$ cat src/rtl/pipe_skid_stage_pkg.sv
// Shared types for the two-entry skid pipeline stage.
// The state encoding doubles as the occupancy count.
package pipe_pkg;

    localparam int OCC_W = 2;

    typedef enum logic [1:0] {
        EMPTY = 2'd0,
        BUSY  = 2'd1,
        FULL  = 2'd2
    } skid_state_e;

    function automatic logic [OCC_W-1:0] occ_of(input skid_state_e s);
        logic [OCC_W-1:0] occ;
        occ = '0;
        case (s)
            EMPTY:   occ = 2'd0;
            BUSY:    occ = 2'd1;
            FULL:    occ = 2'd2;
            default: occ = 2'd0;
        endcase
        return occ;
    endfunction

endpackage

$ cat src/rtl/pipe_skid_stage_en_reg.sv
// WIDTH-bit register with load enable and asynchronous active-low clear.
module en_reg #(
    parameter int WIDTH = 32
) (
    input  logic             clk,
    input  logic             rst_n,
    input  logic             en,
    input  logic [WIDTH-1:0] d,
    output logic [WIDTH-1:0] q
);

    logic [WIDTH-1:0] q_q;
    logic [WIDTH-1:0] q_d;

    always_comb begin
        q_d = q_q;
        if (en) begin
            q_d = d;
        end
    end

    always_ff @(posedge clk or negedge rst_n) begin
        if (!rst_n) begin
            q_q <= '0;
        end else begin
            q_q <= q_d;
        end
    end

    assign q = q_q;

endmodule

$ cat src/rtl/pipe_skid_stage.sv
// Two-entry registered pipeline stage (main + skid) with registered in_ready
// and a synchronous flush that drops every held entry.
module pipe_skid_stage
    import pipe_pkg::*;
#(
    parameter int WIDTH = 32
) (
    input  logic             clk,
    input  logic             reset,
    input  logic             flush,
    input  logic             in_valid,
    output logic             in_ready,
    input  logic [WIDTH-1:0] in_data,
    output logic             out_valid,
    input  logic             out_ready,
    output logic [WIDTH-1:0] out_data,
    output logic [OCC_W-1:0] occupancy
);

    // Handshake: a transfer happens on a posedge where valid and ready are
    // both 1; valid and payload hold until that edge, and ready never looks
    // at the same-cycle valid. in_ready and out_valid decode state_q only.

    skid_state_e state_q;
    skid_state_e state_d;

    logic             in_fire;
    logic             out_fire;
    logic             main_en;
    logic             skid_en;
    logic             main_from_skid;
    logic [WIDTH-1:0] main_d;
    logic [WIDTH-1:0] main_q;
    logic [WIDTH-1:0] skid_q;

    assign in_ready  = (state_q != FULL);
    assign out_valid = (state_q != EMPTY);
    assign out_data  = main_q;
    assign occupancy = occ_of(state_q);

    assign in_fire  = in_valid & in_ready;
    assign out_fire = out_valid & out_ready;

    always_comb begin
        state_d        = state_q;
        main_en        = 1'b0;
        skid_en        = 1'b0;
        main_from_skid = 1'b0;

        case (state_q)
            EMPTY: begin
                if (in_fire) begin
                    state_d = BUSY;
                    main_en = 1'b1;
                end
            end
            BUSY: begin
                if (in_fire && out_fire) begin
                    main_en = 1'b1;
                end else if (in_fire) begin
                    state_d = FULL;
                    skid_en = 1'b1;
                end else if (out_fire) begin
                    state_d = EMPTY;
                end
            end
            FULL: begin
                if (out_fire) begin
                    state_d        = BUSY;
                    main_en        = 1'b1;
                    main_from_skid = 1'b1;
                end
            end
            default: begin
                state_d = EMPTY;
            end
        endcase

        // Data left in the registers after a flush is masked by out_valid=0.
        if (flush) begin
            state_d = EMPTY;
            main_en = 1'b0;
            skid_en = 1'b0;
        end
    end

    assign main_d = main_from_skid ? skid_q : in_data;

    always_ff @(posedge clk or negedge reset) begin
        if (!reset) begin
            state_q <= EMPTY;
        end else begin
            state_q <= state_d;
        end
    end

    en_reg #(.WIDTH(WIDTH)) u_main_reg (
        .clk   (clk),
        .rst_n (reset),
        .en    (main_en),
        .d     (main_d),
        .q     (main_q)
    );

    en_reg #(.WIDTH(WIDTH)) u_skid_reg (
        .clk   (clk),
        .rst_n (reset),
        .en    (skid_en),
        .d     (in_data),
        .q     (skid_q)
    );

endmodule

$ cat config.mk
export PLATFORM = sky130hd
export DESIGN_NAME = pipe_skid_stage
export DESIGN_NICKNAME = d
export VERILOG_FILES = /design/src/rtl/pipe_skid_stage_pkg.sv /design/src/rtl/pipe_skid_stage_en_reg.sv /design/src/rtl/pipe_skid_stage.sv
export SDC_FILE = /design/constraint.sdc
export NUM_CORES = 1
export LEC_CHECK = 0
export CAP_MARGIN = 20
export CORE_UTILIZATION = 52
export CTS_BUF_LIST = sky130_fd_sc_hd__clkbuf_8
export DETAILED_ROUTE_END_ITERATION = 8
export PLACE_DENSITY = 0.95
export SKIP_CTS_REPAIR_TIMING = 1
export SYNTH_ARGS = -nofsm -noshare
export SYNTH_HDL_FRONTEND = slang
export SYNTH_SLANG_ARGS = --single-unit
$ cat constraint.sdc
create_clock -name clk -period 1.9 [get_ports clk]
set_input_delay 0.38 -clock clk [delete_from_list [all_inputs] [get_ports clk]]
set_output_delay 0.38 -clock clk [all_outputs]
set_load 0.005 [all_outputs]
# ---- Yosys cells after proc, flatten, opt, wreduce, memory -nomap -nowiden
# Cells that the tools add are included.
dict set report classes {
  n_eq_ne 7
  muxes 18
  n_bitwise 2
  reduce_logical 4
}
# operator count
set op_table {}
lappend op_table {{two-way mux 32 bit} 1}
lappend op_table {{two-way mux 2 bit} 6}
lappend op_table {{!= test 3 bit (second input constant)} 3}
lappend op_table {{two-way mux 1 bit} 8}
lappend op_table {{case mux 2 bit (3 select lines)} 1}
lappend op_table {{!= test 4 bit (second input constant)} 1}
lappend op_table {{case mux 2 bit (2 select lines)} 1}
lappend op_table {{AND reduction 4 bit} 1}
lappend op_table {{case mux 1 bit (3 select lines)} 1}
lappend op_table {{bitwise AND 1 bit} 2}
lappend op_table {{== test 2 x 1 -> 1 bit (second input constant)} 1}
lappend op_table {{== test 2 bit (second input constant)} 1}
lappend op_table {{zero test 2 bit} 1}
lappend op_table {{!= test 2 bit (second input constant)} 1}
lappend op_table {{nonzero test 2 bit} 1}
lappend op_table {{logical AND 1 bit} 1}
dict set report totals {
  register_bits 66
  output_inout_bits 36
  word_cells 34
}

# ---- Depth between registers and ports, before layout
dict set report logic_depth {
  ltp_word 7
  mapped_depth 7
  mapped_depth_nobuf 6
}

# ---- Cells and area by module
# Synthesis repeated with hierarchy kept, for this count alone.
dict set report hier_totals {
  cells_unflattened 187
  hier_area_um2 3374.5
}
# module instances cells_per_inst area_each_um2
set modules_own_cells {}
lappend modules_own_cells {en_reg 2 68 1345.0}
lappend modules_own_cells {pipe_skid_stage 1 51 684.4}

# ---- Least setup slack after synthesis
# OpenSTA, ideal clock, no wires.
dict set report synth_timing {
  kind {reg-to-reg}
  from {register state_q[1]}
  to {register u_main_reg.q_q[0], in the netlist u_main_reg.q[0]}
  t_arrival_ps 1423
  path_slack_ps 352
  stages_incl_launch_ff 6
  synth_period_minus_slack_ps 1548
  cell_sequence {dfrtp_1 -> and2b_1 -> o21ai_1 -> a21oi_4 -> buf_6 -> mux2_4}
}
dict set report synth_between {
  elab_chain_len 6
  word_cells_on_any_way 15
  cone_classes {eq/ne (3); mux (7); bitwise (2); reduce/logical (3)}
}
# element line_no
set synth_lines {}
lappend synth_lines {{from (decl)} pipe_skid_stage.sv:24} ;# skid_state_e state_q;
lappend synth_lines {{from (signal assigned)} pipe_skid_stage.sv:93} ;# state_q <= state_d;
lappend synth_lines {{!= test 2 bit / nonzero test 2 bit (equally long branches)} {pipe_skid_stage.sv:36, pipe_skid_stage.sv:37}}
lappend synth_lines {{bitwise AND 1 bit, on equally long branches} {pipe_skid_stage.sv:41, pipe_skid_stage.sv:42}}
lappend synth_lines {{logical AND 1 bit} pipe_skid_stage.sv:58} ;# if (in_fire && out_fire) begin
lappend synth_lines {{two-way mux 1 bit} pipe_skid_stage.sv:58}
lappend synth_lines {{case mux 1 bit (3 select lines)} pipe_skid_stage.sv:50} ;# case (state_q)
lappend synth_lines {{two-way mux 1 bit} pipe_skid_stage.sv:80} ;# if (flush) begin
lappend synth_lines {{to (signal assigned)} pipe_skid_stage_en_reg.sv:26} ;# q_q <= q_d;
lappend synth_lines {{to (decl)} pipe_skid_stage_en_reg.sv:12} ;# logic [WIDTH-1:0] q_q;
# Several ways; a longest one is shown, not always the timed one.
# A chain may end at the register's enable or synchronous reset.

# ---- Final worst setup path
dict set report layout_timing {
  from {register state_q[1]}
  to {output occupancy[0]}
}
dict set report layout_between {
  elab_chain_len 2
  word_cells_on_any_way 3
  cone_classes {eq/ne (2); mux (1)}
}
# element line_no
set layout_lines {}
lappend layout_lines {{== test 2 bit / == test 2 x 1 -> 1 bit (equally long branches)} pipe_skid_stage_pkg.sv:16} ;# case (s)
lappend layout_lines {{case mux 2 bit (2 select lines) (*)} pipe_skid_stage_pkg.sv:16}
lappend layout_lines {{to (decl)} pipe_skid_stage.sv:17} ;# output logic [OCC_W-1:0] occupancy
# Mark *: on every way between the ends. The rest lies on a longest branch, timed or not.

==> metrics.md <==
| Metric | Value |
|---|---|
| Maximum clock frequency | `538.8 MHz` |
| Largest cells by area after synthesis | `dfrtp_1 (52%), mux2_4 (29%), mux2_2 (9.6%), mux2_1 (3.2%), buf_6 (2.1%)` |
| Hpwl dp | `4152 µm` |
| Most common cell after layout, fill and taps aside | `clkdlybuf4s50_1` |
| Synth Cell Area | `0.003159 mm²` |
| Leakage dissipation | `0.002017 µW` |
| Largest stage delay on the critical path | `0.52 ns` |
| Drt via density | `5.161` |
| Overall die area | `0.006391 mm²` |
| Final Max Tran Viols | `0` |
| Number of instances in the synthesized netlist | `190` |
| Width of the die | `79.95 µm` |
| Number of rows in the core area | `28` |
| Number of inserted diodes | `0` |
| Post-layout min period | `1.856 ns` |
| Post-synth net total | `227` |
| CTS Buffer Depth | `2` |
| Max-capacitance violation count | `0` |
| Area growth from synthesis to layout | `34.34%` |
| Worst endpoint required time | `1.52 ns` |
| Most area-hungry cell type in the Yosys netlist | `dfrtp_1` |
| Starting utilization of the core area | `0.5368` |
| Run status | `finished clean` |
| Area of the placeable core | `0.005886 mm²` |
| Worst Setup Path Type | `reg2out` |
| TritonCTS Buffers | `9` |
| Unrepaired setup endpoints after global routing | `false` |
| Post-route total power | `3896 µW` |
| Relative slew slack | `0.7707` |
| Congestion Overflow GR | `0` |
| Clk_lat worst skew | `0.34 ns` |
| Most frequent cells in the layout | `clkdlybuf4s50_1 (69), dfrtp_1 (65), mux2_4 (60), mux2_2 (27), clkbuf_8 (10)` |
| Global-route wire length before repair | `9577 µm` |
| CP startpoint kind | `flip-flop` |
| Post-route ant nets | `0` |
| Seq cells post-synth | `66` |
| Share of post-route cells with drive strength above 1 | `0.4409` |
| Maximum number of pins on one net before global-route repair | `67` |
| Power per standard cell area | `918.1 mW/mm²` |
| Count of yosys warnings during synthesis | `0` |
| Arrival time of the worst setup path | `1.48 ns` |
| Worst Max-Slew Pin Slew | `0.3440 ns` |
| Kind of end point of the critical path | `output pin` |
| Count of distinct cell types in the synthesized netlist | `21` |
| Total vias in the final route | `1827` |
| Clock transition at the registers of the reported paths | `0.07 ns` |
| Vias in the first global route | `1943` |
| Routability Congestion | `0.8094` |
| Total Negative Setup Slacks | `0 ns` |
| Clock tree from TritonCTS | `yes` |
| Post-layout net count | `313` |
| # H-tree levels | `3` |
| Proportion of synthesized chip area in sequential cells | `0.5228` |
| Cell area after placement | `0.004049 mm²` |
| Final setup skew | `0.01079 ns` |
| Area share of the largest cell type after synthesis | `0.5228` |
| Maximum ir drop on the vdd rail | `0.6113 mV` |
| Die span in y | `79.95 µm` |
| Post-Layout Inst Area | `0.004244 mm²` |
| Starting DRT DRC Count | `51` |
| Share of the cycle needed by the critical path after routing | `0.9768` |
| Hold Path Class | `in2async` |
| Port-buffer cells | `72` |
| Detailed-route wire length per cell | `16.93 µm` |
| Remaining design rule violation count | `0` |
| Per-instance average area after synthesis | `16.63 µm²` |
| I/O pin count | `73` |
| Number of endpoints with negative hold slack in the final report | `0` |
| Cell type of the slowest stage on the worst timing path | `clkdlybuf4s50_1` |
| Clock Sinks | `66` |
| Initial antenna violation count | `0` |
| Total iterations of the first detailed-routing run | `4` |
| Setup violation total in the final timing report | `0` |
| Crit path cell chain | `nor2_4 > clkdlybuf4s50_1` |
| Routed Wire Length | `5992 µm` |
| Root Buffer Master | `clkbuf_8` |
| Global routing usage summed across all routing layers | `0.2061` |
| Largest driver fanout on the critical path | `6` |
kinds of logic after synthesis:
group           count (synthesis)  synth area share
mux                            96            0.4135
flops                          66            0.5228
buf+inv                        12           0.03049
simple gates                   10           0.01901
compound gates                  6           0.01426
final timing paths:
check | depth (start not counted) | from | slack, ns | endpoint
setup / recovery | 2 | state_q[1] | 0.04 | occupancy[0]
hold / removal | 2 | reset | 0.05 | u_main_reg.q[8]
setup reg to reg | 5 | state_q[1] | 0.20 | u_main_reg.q[25]
hold reg to reg | 1 | u_skid_reg.q[8] | 0.49 | u_skid_reg.q[8]
max in group asynchronous | 2 | reset | 1.57 | u_skid_reg.q[24]
min in group clk | 1 | u_skid_reg.q[8] | 0.49 | u_skid_reg.q[8]
flip-flops by register name, indices dropped and copies added (netlist names):
name and flops:
state_q 2, u_skid_reg.q 32, u_main_reg.q 32
through the flow:
stage                     setup WS (ns)  hold slack [ns]  utilization  std cells
after floorplan                  0.3521          0.08441            -        190
after global placement         -0.07742           0.4190       0.6879        337
after detailed placement        -0.1428           0.4233       0.6879        337
after CTS                      -0.08405          0.04675       0.7149        351
after global routing           0.008600          0.07379       0.7211        354
final                           0.04402          0.04569       0.7211        354
power breakdown:
| part | internal (µW) | switching, µW | total (µW) |
|---|---|---|---|
| combinational | 710 | 269 | 980 |
| clock | 485 | 505 | 989 |
| sequential | 1740 | 188 | 1930 |
routing by layer:
layer | share of wire | GRT usage | wire length, µm
met5 | 0 | 0 | 0
met4 | 0.010 | 0.07321 | 62
met3 | 0.045 | 0.07086 | 268
met2 | 0.53 | 0.3573 | 3187
met1 | 0.41 | 0.2349 | 2474
cells in the mapped netlist:
cell type,count
dfrtp_1,66
nand2_2,1
o22a_1,1
nor3b_1,1
clkbuf_2,1
clkinv_2,1
buf_2,3
nand3_1,1
mux2_2,27
buf_6,6
a21oi_4,1
and2b_1,1
mux2_4,60
inv_2,1
or2_2,1
o21ai_1,1
a21oi_1,3
nor2_1,3
nand2_4,1
mux2_1,9
nor3_1,1
area by class of cell:
class | instances | area, µm²
clock buffers | 10 | 137.6
clock inverters | 4 | 21.27
fillers | 401 | 1642
inverters | 2 | 8.758
multi-input cells | 112 | 1424
flip-flops and latches | 66 | 1653
well taps | 75 | 93.84
repair buffers | 85 | 905.9
critical path, delay by kind of cell, from the launching register on:
family / cells / cell delay, ns
and+or+nand+nor: 1 / 0.15
buffers and inverters: 1 / 0.52
DFF: 1 / 0.46
Power figures use the tool's default switching activity.
